<file path="config.mk">
export PLATFORM = sky130hd
export DESIGN_NAME = frame_scheduler_flat
export DESIGN_NICKNAME = d
export VERILOG_FILES = /design/src/rtl/frame_scheduler_pkg.sv /design/src/rtl/frame_scheduler_if.sv /design/src/rtl/frame_scheduler_commit_buf.sv /design/src/rtl/frame_scheduler.sv /design/src/flat_wrapper.sv
export SDC_FILE = /design/constraint.sdc
export NUM_CORES = 2
export LEC_CHECK = 0
export CAP_MARGIN = 5
export CELL_PAD_IN_SITES_DETAIL_PLACEMENT = 1
export CELL_PAD_IN_SITES_GLOBAL_PLACEMENT = 2
export CORE_AREA = 5 5 606 608
export CTS_BUF_LIST = sky130_fd_sc_hd__clkbuf_8 sky130_fd_sc_hd__clkbuf_16
export DETAILED_ROUTE_END_ITERATION = 10
export DIE_AREA = 0 0 611 613
export GPL_ROUTABILITY_DRIVEN = 0
export HOLD_SLACK_MARGIN = 0.12
export PLACE_DENSITY_LB_ADDON = 0.1
export SLEW_MARGIN = 25
export SYNTH_ARGS = -nofsm -noshare
export SYNTH_HDL_FRONTEND = slang
export SYNTH_SLANG_ARGS = --single-unit
</file>
<file path="constraint.sdc">
create_clock -name clk -period 2.22 [get_ports clk]
set_clock_uncertainty 0.2 [all_clocks]
set_input_delay 0.666 -clock clk [delete_from_list [all_inputs] [get_ports clk]]
set_output_delay 0.666 -clock clk [all_outputs]
set_load 0.005 [all_outputs]
</file>
<file path="src/rtl/frame_scheduler_pkg.sv">
// ============================================================================
// Module   : lightcube_pkg
// Brief    : Shared frame width, mode_sel encodings and source enum for the
//            LED cube frame path.
// Revision : 1.0 - initial release
// ============================================================================
`default_nettype none

package lightcube_pkg;

    localparam int FRAME_W = 512;

    localparam logic [1:0] MODE_AUTO          = 2'b00;
    localparam logic [1:0] MODE_FORCE_DEFAULT = 2'b01;
    localparam logic [1:0] MODE_FORCE_UART    = 2'b10;

    typedef enum logic [0:0] {
        SRC_DEFAULT = 1'b0,
        SRC_UART    = 1'b1
    } src_e;

endpackage

`default_nettype wire

</file>
<file path="src/rtl/frame_scheduler_if.sv">
// ============================================================================
// Module   : frame_scheduler_if
// Brief    : Bundle of frame sources, scan handshake and scheduler outputs.
// Revision : 1.0 - initial release
// ============================================================================
`default_nettype none

interface frame_scheduler_if #(
    parameter int FRAME_W = lightcube_pkg::FRAME_W
);
    logic [1:0]         mode_sel;
    logic [FRAME_W-1:0] frame_cube_uart_flat;
    logic               frame_valid_uart;
    logic [FRAME_W-1:0] frame_cube_default_flat;
    logic               frame_valid_default;
    logic               scan_done;
    logic [FRAME_W-1:0] frame_cube_flat;
    logic               active_src;
    logic               frame_swap;
    logic               gen_enable;
    logic [7:0]         drop_cnt;

    modport slave (
        input  mode_sel, frame_cube_uart_flat, frame_valid_uart,
               frame_cube_default_flat, frame_valid_default, scan_done,
        output frame_cube_flat, active_src, frame_swap, gen_enable, drop_cnt
    );

    modport master (
        output mode_sel, frame_cube_uart_flat, frame_valid_uart,
               frame_cube_default_flat, frame_valid_default, scan_done,
        input  frame_cube_flat, active_src, frame_swap, gen_enable, drop_cnt
    );
endinterface

`default_nettype wire

</file>
<file path="src/rtl/frame_scheduler_commit_buf.sv">
// ============================================================================
// Module   : frame_commit_buf
// Brief    : Pending-frame double buffer; commits to the display frame at a
//            scan boundary (SCAN_SYNC_EN) or on the cycle after capture.
// Revision : 1.0 - initial release
// ============================================================================
`default_nettype none

module frame_commit_buf #(
    parameter int FRAME_W = lightcube_pkg::FRAME_W
) (
    input  wire logic               clk,
    input  wire logic               resetn,
    input  wire logic               i_cap,
    input  wire logic [FRAME_W-1:0] i_cap_data,
    input  wire logic               i_clear,
    input  wire logic               i_scan_done,
    output logic      [FRAME_W-1:0] o_frame,
    output logic                    o_swap,
    output logic      [7:0]         o_drop_cnt
);
    logic [FRAME_W-1:0] r_pend;
    logic               r_pend_vld;
    logic [FRAME_W-1:0] r_frame;
    logic               r_swap;
    logic [7:0]         r_drop;
    logic               w_gate;
    logic               w_commit;
    logic               w_drop;

`ifdef SCAN_SYNC_EN
    assign w_gate = i_scan_done;
`else
    logic w_unused_scan;
    assign w_unused_scan = i_scan_done;
    assign w_gate        = 1'b1;
`endif

    // A source-switch clear discards the pending frame instead of showing it.
    assign w_commit = w_gate && r_pend_vld && !i_clear;
    assign w_drop   = i_cap && r_pend_vld && !w_commit && !i_clear;

    always_ff @(posedge clk or negedge resetn) begin
        if (!resetn) begin
            r_pend     <= '0;
            r_pend_vld <= 1'b0;
            r_frame    <= '0;
            r_swap     <= 1'b0;
            r_drop     <= 8'd0;
        end else begin
            r_swap <= w_commit;
            if (w_commit) begin
                r_frame <= r_pend;
            end
            if (i_cap) begin
                r_pend     <= i_cap_data;
                r_pend_vld <= 1'b1;
            end else if (w_commit || i_clear) begin
                r_pend_vld <= 1'b0;
            end
            if (w_drop && (r_drop != 8'hFF)) begin
                r_drop <= r_drop + 8'd1;
            end
        end
    end

    assign o_frame    = r_frame;
    assign o_swap     = r_swap;
    assign o_drop_cnt = r_drop;

endmodule

`default_nettype wire

</file>
<file path="src/rtl/frame_scheduler.sv">
// ============================================================================
// Module   : frame_scheduler
// Brief    : Source select FSM (UART takeover / timeout fallback / forced
//            modes) feeding a tear-free commit buffer. Macro: SCAN_SYNC_EN.
// Revision : 1.0 - initial release
// ============================================================================
`default_nettype none

module frame_scheduler
    import lightcube_pkg::*;
#(
    parameter int FRAME_W     = lightcube_pkg::FRAME_W,
    parameter int TIMEOUT_CYC = 100000000,
    parameter int CNT_W       = 27
) (
    input  wire logic         clk,
    input  wire logic         resetn,
    frame_scheduler_if.slave  bus
);
    localparam logic [0:0]       ST_DEFAULT = 1'(SRC_DEFAULT);
    localparam logic [0:0]       ST_UART    = 1'(SRC_UART);
    localparam logic [CNT_W-1:0] C_CNT_LAST = CNT_W'(TIMEOUT_CYC - 1);

    logic [0:0]         r_state;
    logic [CNT_W-1:0]   r_cnt;
    logic               r_gen_en;
    logic [0:0]         w_nxt_state;
    logic [CNT_W-1:0]   w_nxt_cnt;
    logic               w_forced;
    logic               w_clear;
    logic               w_cap_uart;
    logic               w_cap_def;
    logic [FRAME_W-1:0] w_cap_data;

    always_comb begin
        w_nxt_state = r_state;
        w_nxt_cnt   = '0;
        case (bus.mode_sel)
            MODE_FORCE_DEFAULT: w_nxt_state = ST_DEFAULT;
            MODE_FORCE_UART:    w_nxt_state = ST_UART;
            default: begin
                if (r_state == ST_DEFAULT) begin
                    if (bus.frame_valid_uart) begin
                        w_nxt_state = ST_UART;
                    end
                end else if (!bus.frame_valid_uart) begin
                    if (r_cnt == C_CNT_LAST) begin
                        w_nxt_state = ST_DEFAULT;
                    end else begin
                        w_nxt_cnt = r_cnt + 1'b1;
                    end
                end
            end
        endcase
    end

    assign w_forced = (bus.mode_sel == MODE_FORCE_DEFAULT) ||
                      (bus.mode_sel == MODE_FORCE_UART);
    assign w_clear  = w_forced && (w_nxt_state != r_state);

    // Capture follows the state being entered, so a takeover strobe is kept.
    assign w_cap_uart = bus.frame_valid_uart    && (w_nxt_state == ST_UART);
    assign w_cap_def  = bus.frame_valid_default && (w_nxt_state == ST_DEFAULT);
    assign w_cap_data = w_cap_uart ? bus.frame_cube_uart_flat
                                   : bus.frame_cube_default_flat;

    always_ff @(posedge clk or negedge resetn) begin
        if (!resetn) begin
            r_state  <= ST_DEFAULT;
            r_cnt    <= '0;
            r_gen_en <= 1'b1;
        end else begin
            r_state  <= w_nxt_state;
            r_cnt    <= w_nxt_cnt;
            r_gen_en <= (bus.mode_sel != MODE_FORCE_UART);
        end
    end

    assign bus.active_src = r_state[0];
    assign bus.gen_enable = r_gen_en;

    frame_commit_buf #(
        .FRAME_W (FRAME_W)
    ) u_commit_buf (
        .clk         (clk),
        .resetn      (resetn),
        .i_cap       (w_cap_uart || w_cap_def),
        .i_cap_data  (w_cap_data),
        .i_clear     (w_clear),
        .i_scan_done (bus.scan_done),
        .o_frame     (bus.frame_cube_flat),
        .o_swap      (bus.frame_swap),
        .o_drop_cnt  (bus.drop_cnt)
    );

endmodule

`default_nettype wire

</file>
<file path="src/flat_wrapper.sv">
// flat-port wrapper written by rule: the top's interface ports become plain ports
module frame_scheduler_flat import lightcube_pkg::*;
#(
    parameter int FRAME_W     = lightcube_pkg::FRAME_W,
    parameter int TIMEOUT_CYC = 100000000,
    parameter int CNT_W       = 27
)
  (clk, resetn, bus_mode_sel, bus_frame_cube_uart_flat, bus_frame_valid_uart, bus_frame_cube_default_flat, bus_frame_valid_default, bus_scan_done, bus_frame_cube_flat, bus_active_src, bus_frame_swap, bus_gen_enable, bus_drop_cnt);
  frame_scheduler_if #(.FRAME_W(FRAME_W)) bus_i ();
  input  wire logic clk;
  input  wire logic resetn;
  input wire logic [$bits(bus_i.mode_sel)-1:0] bus_mode_sel;
  input wire logic [$bits(bus_i.frame_cube_uart_flat)-1:0] bus_frame_cube_uart_flat;
  input wire logic [$bits(bus_i.frame_valid_uart)-1:0] bus_frame_valid_uart;
  input wire logic [$bits(bus_i.frame_cube_default_flat)-1:0] bus_frame_cube_default_flat;
  input wire logic [$bits(bus_i.frame_valid_default)-1:0] bus_frame_valid_default;
  input wire logic [$bits(bus_i.scan_done)-1:0] bus_scan_done;
  output wire logic [$bits(bus_i.frame_cube_flat)-1:0] bus_frame_cube_flat;
  output wire logic [$bits(bus_i.active_src)-1:0] bus_active_src;
  output wire logic [$bits(bus_i.frame_swap)-1:0] bus_frame_swap;
  output wire logic [$bits(bus_i.gen_enable)-1:0] bus_gen_enable;
  output wire logic [$bits(bus_i.drop_cnt)-1:0] bus_drop_cnt;
  assign bus_i.mode_sel = bus_mode_sel;
  assign bus_i.frame_cube_uart_flat = bus_frame_cube_uart_flat;
  assign bus_i.frame_valid_uart = bus_frame_valid_uart;
  assign bus_i.frame_cube_default_flat = bus_frame_cube_default_flat;
  assign bus_i.frame_valid_default = bus_frame_valid_default;
  assign bus_i.scan_done = bus_scan_done;
  assign bus_frame_cube_flat = bus_i.frame_cube_flat;
  assign bus_active_src = bus_i.active_src;
  assign bus_frame_swap = bus_i.frame_swap;
  assign bus_gen_enable = bus_i.gen_enable;
  assign bus_drop_cnt = bus_i.drop_cnt;
  frame_scheduler #(.FRAME_W(FRAME_W), .TIMEOUT_CYC(TIMEOUT_CYC), .CNT_W(CNT_W)) u_core (.clk(clk), .resetn(resetn), .bus(bus_i));
endmodule
</file>
# == After elaboration in Yosys (flattened, before gate mapping) ==
# Index checks and enable logic that the tools add are counted.
# classes
add_sub_neg,2
n_eq_ne,6
n_mux,12
bitwise,1
n_reduce_logical,15
# ops
cell,count
$mux 512,1
$mux 27,4
$add 27x1->27 const B,1
$eq 27x27->1 const B,1
$add 8x1->8 const B,1
$logic_and 1x1->1,8
$ne 8x8->1 const B,1
$mux 1,6
$logic_or 1x1->1,3
$eq 2x1->1 const B,1
$eq 2x2->1 const B,1
$logic_not 1->1,2
$ne 2x2->1 const B,1
$pmux 1 s2,1
$reduce_bool 2->1,1
$reduce_or 2->1,1
$ne 1x1->1,1
$not 1->1,1
# word_totals
reg_bits,1063
in_bits,1031
output_inout_bits,523
wordCells,44

# == Logic depth before layout (Yosys ltp) ==
# logic_depth
word_depth,13
depth_mapped,10
mapped_depth_nobuf,7

# == Hierarchy ==
# From an unflattened synthesis, not the netlist that was laid out.
# unflattened
hier_cells,2910
area_unflattened_um2,48071.1
# modules_own_cells
module,instances,cells_per_inst,area_per_inst_um2,seq_area_each_um2
frame_commit_buf,1,2182,40542.6,25874.8
frame_scheduler,1,728,7528.5,726.9

# == Least setup slack after synthesis ==
# Ideal clock, no wire load.
# synth_path
kind,input-to-reg
start,in bus_mode_sel[0]
end,reg u_core.u_commit_buf.r_pend[412]
setup_time_ns,0.127
t_arrival_ns,2.707
required_ns,1.893
path_slack_ns,-0.814
cell_stages,7
cell_sequence,inv_1 ha_1 o21ai_1 clkbuf_1 clkbuf_1 mux2_2 mux2_1
# synth_via
elab_chain_cells,5
word_cells_on_any_way,8
cone_classes,eq/ne: 2; mux: 2; bitwise: 1; reduce/logical: 3
# synth_lines
item,line_no,rtl
start: declaration,flat_wrapper.sv:12,input wire logic [$bits(bus_i.mode_sel)-1:0] bus_mode_sel;
$eq 2x2->1 / $eq 2x1->1 (equally long branches),frame_scheduler.sv:38,case (bus.mode_sel)
$pmux 1 s2 (*),frame_scheduler.sv:38,
$not 1->1,frame_scheduler.sv:63,assign w_cap_def = bus.frame_valid_default && (w_nxt_state == ST_DEFAULT);
$logic_and 1x1->1,frame_scheduler.sv:63,
$logic_or 1x1->1,frame_scheduler.sv:87,".i_cap (w_cap_uart || w_cap_def),"
end signal: assignment,frame_scheduler_commit_buf.sv:56,r_pend <= i_cap_data;
end: declaration,frame_scheduler_commit_buf.sv:22,logic [FRAME_W-1:0] r_pend;
# Every way passes the cells marked *; elsewhere a longest branch is shown, timed or not.
# A chain may end at the register's enable or synchronous reset.

# == Final worst setup path ==
# layout_path
start,reg u_core.r_cnt[25]
end,reg u_core.u_commit_buf.r_pend[256]
# layout_via
elab_chain_cells,8
word_cells_on_any_way,10
cone_classes,eq/ne: 1; mux: 5; bitwise: 1; reduce/logical: 3
# layout_lines
item,line_no,rtl
start: declaration,frame_scheduler.sv:25,logic [CNT_W-1:0] r_cnt;
start signal: assignment,frame_scheduler.sv:74,r_cnt <= w_nxt_cnt;
$eq 27x27->1 (*),frame_scheduler.sv:47,if (r_cnt == C_CNT_LAST) begin
$mux 1 (*),frame_scheduler.sv:47,
$mux 1 (*),frame_scheduler.sv:46,end else if (!bus.frame_valid_uart) begin
$mux 1 (*),frame_scheduler.sv:42,if (r_state == ST_DEFAULT) begin
$pmux 1 s2 (*),frame_scheduler.sv:38,
$not 1->1,frame_scheduler.sv:63,
$logic_and 1x1->1,frame_scheduler.sv:63,
$logic_or 1x1->1,frame_scheduler.sv:87,
# Marked as above.

==> summary.md <==
| Metric | Value |
|---|---|
| Result of the run | `finished with violations` |
| Violated checks | `setup timing` |
| Most common cell in the netlist | `sky130_fd_sc_hd__nand2_1` |
| Iter 0 DRT Violations | `1368` |
| Instance count of the mapped netlist | `3989` |
| # fillers | `40500` |
| Setup repair after global routing missed its margin | `true` |
| Proportion of synthesized flip-flops having asynchronous set or reset | `100%` |
| Classification of the worst-slack hold path | `reg2reg` |
| Vias | `38700` |
| Placeable core region | `361000 sq um` |
| Number of detailed-route iterations in the first pass | `4` |
| Worst Tran Pin Value | `506 ps` |
| Data required time of the critical path | `2720 ps` |
| Critical Setup Path Class | `reg2reg` |
| Max-Cap Viols | `0` |
| Post-synthesis cell type with the largest combined area | `sky130_fd_sc_hd__dfrtp_1` |
| Peak clock frequency supported by timing | `0.365 GHz` |
| Number of enable flip-flop cells after synthesis | `0` |
| Post-route design area | `79500 sq um` |
| Count of distinct cell types in the synthesized netlist | `34` |
| Period utilization | `123%` |
| Netlist area before placement | `46000 sq um` |
| Minimum clock period | `2740 ps` |
| Worst ir drop on vdd | `494 uV` |
| Post-DP HPWL | `245000 um` |
| Setup crit start kind | `flip-flop` |
| Share of layout cells above drive strength 1 | `35.4%` |
| Layout-stage area growth over the synthesis result | `72.8%` |
| Clock Latency Late Sink | `840 ps` |
| Post-Place Setup Slack | `-1320 ps` |
| Root buffer selected by CTS | `sky130_fd_sc_hd__clkbuf_16` |
| TritonCTS Buffers | `160` |
| Leakage | `36.5 nW` |
| Die area | `375000 sq um` |
| First-pass GRT wire length | `396000 um` |
| H-Tree Level Count | `4` |
| Sum of internal, switching and leakage power | `82.4 mW` |
| Power density cells | `1040 nW/um^2` |
| Via count of the first global-routing pass | `41200` |
| Number of pins exceeding their max-slew limit in the final report | `0` |
| CP Data Arrival Time | `3240 ps` |
| Critical-path maximum fanout | `9` |
| Post-Syn Area per Cell | `11.5 sq um` |
| Count of buffers inserted at the top-level ports | `1552` |
| Largest net degree at the start of global routing | `69` |
| Post-synth top area share | `57.8%` |
| Routed length per instance | `28.4 um` |
| Final worst-path setup slack | `-519 ps` |
| Nets in the synthesized netlist | `5022` |
| Number of antenna violations at the first check in global routing | `245` |
| Number of setup violations in the final report | `1056` |
| GRT Total Usage | `15.6%` |
| Clock sink total | `1063` |
| DRC violations left | `0` |
| Clk buf depth | `4` |
| Die Width | `611 um` |
| Biggest area contributors in the synthesized netlist | `sky130_fd_sc_hd__dfrtp_1 (58%), sky130_fd_sc_hd__mux2_2 (14%), sky130_fd_sc_hd__nand2_1 (13%), sky130_fd_sc_hd__mux2_1 (11%), sky130_fd_sc_hd__clkbuf_1 (1.4%)` |
| Sequential fraction of the synthesis area | `57.9%` |
| Post-layout nets | `7105` |
| Final-report hold violation count | `0` |
| Sum of negative setup slack | `-240510 ps` |
| Final core utilization | `22.0%` |
| Post-detailed-route via-to-cell ratio | `3.51` |
| Placed Area | `70100 sq um` |
| Clock tree from TritonCTS | `built` |
| Gr ovfl total | `0` |
| Top cell types by occurrence after synthesis | `sky130_fd_sc_hd__nand2_1 (1547), sky130_fd_sc_hd__dfrtp_1 (1062), sky130_fd_sc_hd__mux2_2 (564)` |
| Leading register cell type out of synthesis | `sky130_fd_sc_hd__dfrtp_1` |
| Standard-cell rows | `221` |
| Clock-pin slew of the registers on the worst-case setup and hold paths | `50 ps` |
| Top-level port count | `1554` |
| Total Routed Length | `313000 um` |
| Yosys reg bits | `1063` |
| Max-slew headroom at the worst pin | `66.3%` |
| Count of nets left with antenna violations after detail routing | `0` |
| Overall die height | `613 um` |
| Endpoint type of the worst setup path | `flip-flop` |
| Number of warnings reported in the yosys synthesis log | `0` |
| Starting density of the core | `12.7%` |
critical path, stage by stage, from the launching register on:
cell and delay, ps:
sky130_fd_sc_hd__dfrtp_1 390, sky130_fd_sc_hd__nand4bb_4 260, sky130_fd_sc_hd__nor4_4 200, sky130_fd_sc_hd__a41oi_4 210, sky130_fd_sc_hd__o211ai_4 230, sky130_fd_sc_hd__buf_12 170
sky130_fd_sc_hd__buf_16 170, sky130_fd_sc_hd__buf_4 150, sky130_fd_sc_hd__buf_12 140, sky130_fd_sc_hd__clkbuf_16 160, sky130_fd_sc_hd__mux2_4 290
registers in the layout, indices dropped and copies added, names as in the netlist:
signal / count
u_core.u_commit_buf.r_pend_vld: 1
u_core.bus.gen_enable: 1
u_core.r_cnt: 27
u_core.u_commit_buf.o_swap: 1
u_core.u_commit_buf.o_drop_cnt: 8
u_core.u_commit_buf.o_frame: 512
u_core.bus.active_src: 1
u_core.u_commit_buf.r_pend: 512
final timing paths:
path | slack [ps] | end | start | depth (start not counted)
max reg2reg | -520 | u_core.u_commit_buf.r_pend[256] | u_core.r_cnt[25] | 10
min reg2reg | 180 | u_core.u_commit_buf.o_drop_cnt[7] | u_core.u_commit_buf.o_drop_cnt[7] | 0
min | 180 | u_core.u_commit_buf.o_drop_cnt[7] | u_core.u_commit_buf.o_drop_cnt[7] | 0
max | -520 | u_core.u_commit_buf.r_pend[256] | u_core.r_cnt[25] | 10
min in group asynchronous | 460 | u_core.r_cnt[26] | resetn | 3
max in group asynchronous | 690 | u_core.u_commit_buf.o_frame[453] | resetn | 4
report_power, final:
group	internal, mW	switching (mW)
Clock	14.8	10.4
Sequential	25.1	3.76
Combinational	15.2	13.1
Total	55.1	27.3
stage by stage:
stage | cells | hold WS, ps
floorplan | 3989 | 170
CTS | 10700 | 179
finish | 11000 | 176
detailed placement | 10400 | 167
global route | 11000 | 182
global placement | 10400 | 165
cell families (layout without fill, tap and decap cells):
group	Yosys count	count (layout)	share of synthesized area (%)
xor+xnor	26	26	0.495
flops	1063	1063	57.9
compound gates	4	4	0.0843
fa+ha+maj	2	2	0.0544
other cells	0	35	0
buf+inv	245	2445	2.91
mux	1024	1024	25.1
simple gates	1625	1625	13.5
timing repair:
| item | in CTS | in global routing |
|---|---|---|
| cloned | 10 | 29 |
| resized for setup | 429 | 2358 |
| hold endpoints to repair | 800 | 1 |
| buffers inserted | 24 | 238 |
| pin swaps | 4 | 2 |
| hold buffers | 1 | 1 |
| setup endpoints to repair | 1527 | 1547 |
layout make-up:
cell class                 count  area (sq um)  area share [%]
sequential                  1063         26600            33.5
timing repair buffer        2159         22300            28.1
multi-input combinational   2681         19300            24.3
tap                         4794          6000            7.55
clock buffer                 202          4630            5.82
clock inverter                77           458           0.576
antenna                       35          87.6           0.110
inverter                       7          51.3          0.0646
per-layer routing:
metal | vias up | GRT usage, % | routed length, um
li1 | 17300 | - | -
met1 | 19300 | 16.6 | 115000
met2 | 1300 | 29.1 | 164000
met3 | 620 | 5.77 | 24900
met4 | 96 | 3.44 | 8870
met5 | - | 0 | 588
layout by cell type, fill, tap and decap left out, types with 35 or more instances in the layout:
master	count
sky130_fd_sc_hd__clkdlybuf4s50_1	1027
sky130_fd_sc_hd__buf_4	387
sky130_fd_sc_hd__buf_6	354
sky130_fd_sc_hd__clkbuf_2	146
sky130_fd_sc_hd__mux2_2	527
sky130_fd_sc_hd__nor2_1	37
sky130_fd_sc_hd__inv_1	53
sky130_fd_sc_hd__dfrtp_1	1062
sky130_fd_sc_hd__clkbuf_8	38
sky130_fd_sc_hd__buf_12	119
sky130_fd_sc_hd__mux2_4	304
sky130_fd_sc_hd__nand2_1	1546
sky130_fd_sc_hd__clkbuf_16	190
sky130_fd_sc_hd__diode_2	35
sky130_fd_sc_hd__mux2_1	193
(Power assumes the default switching activity.)
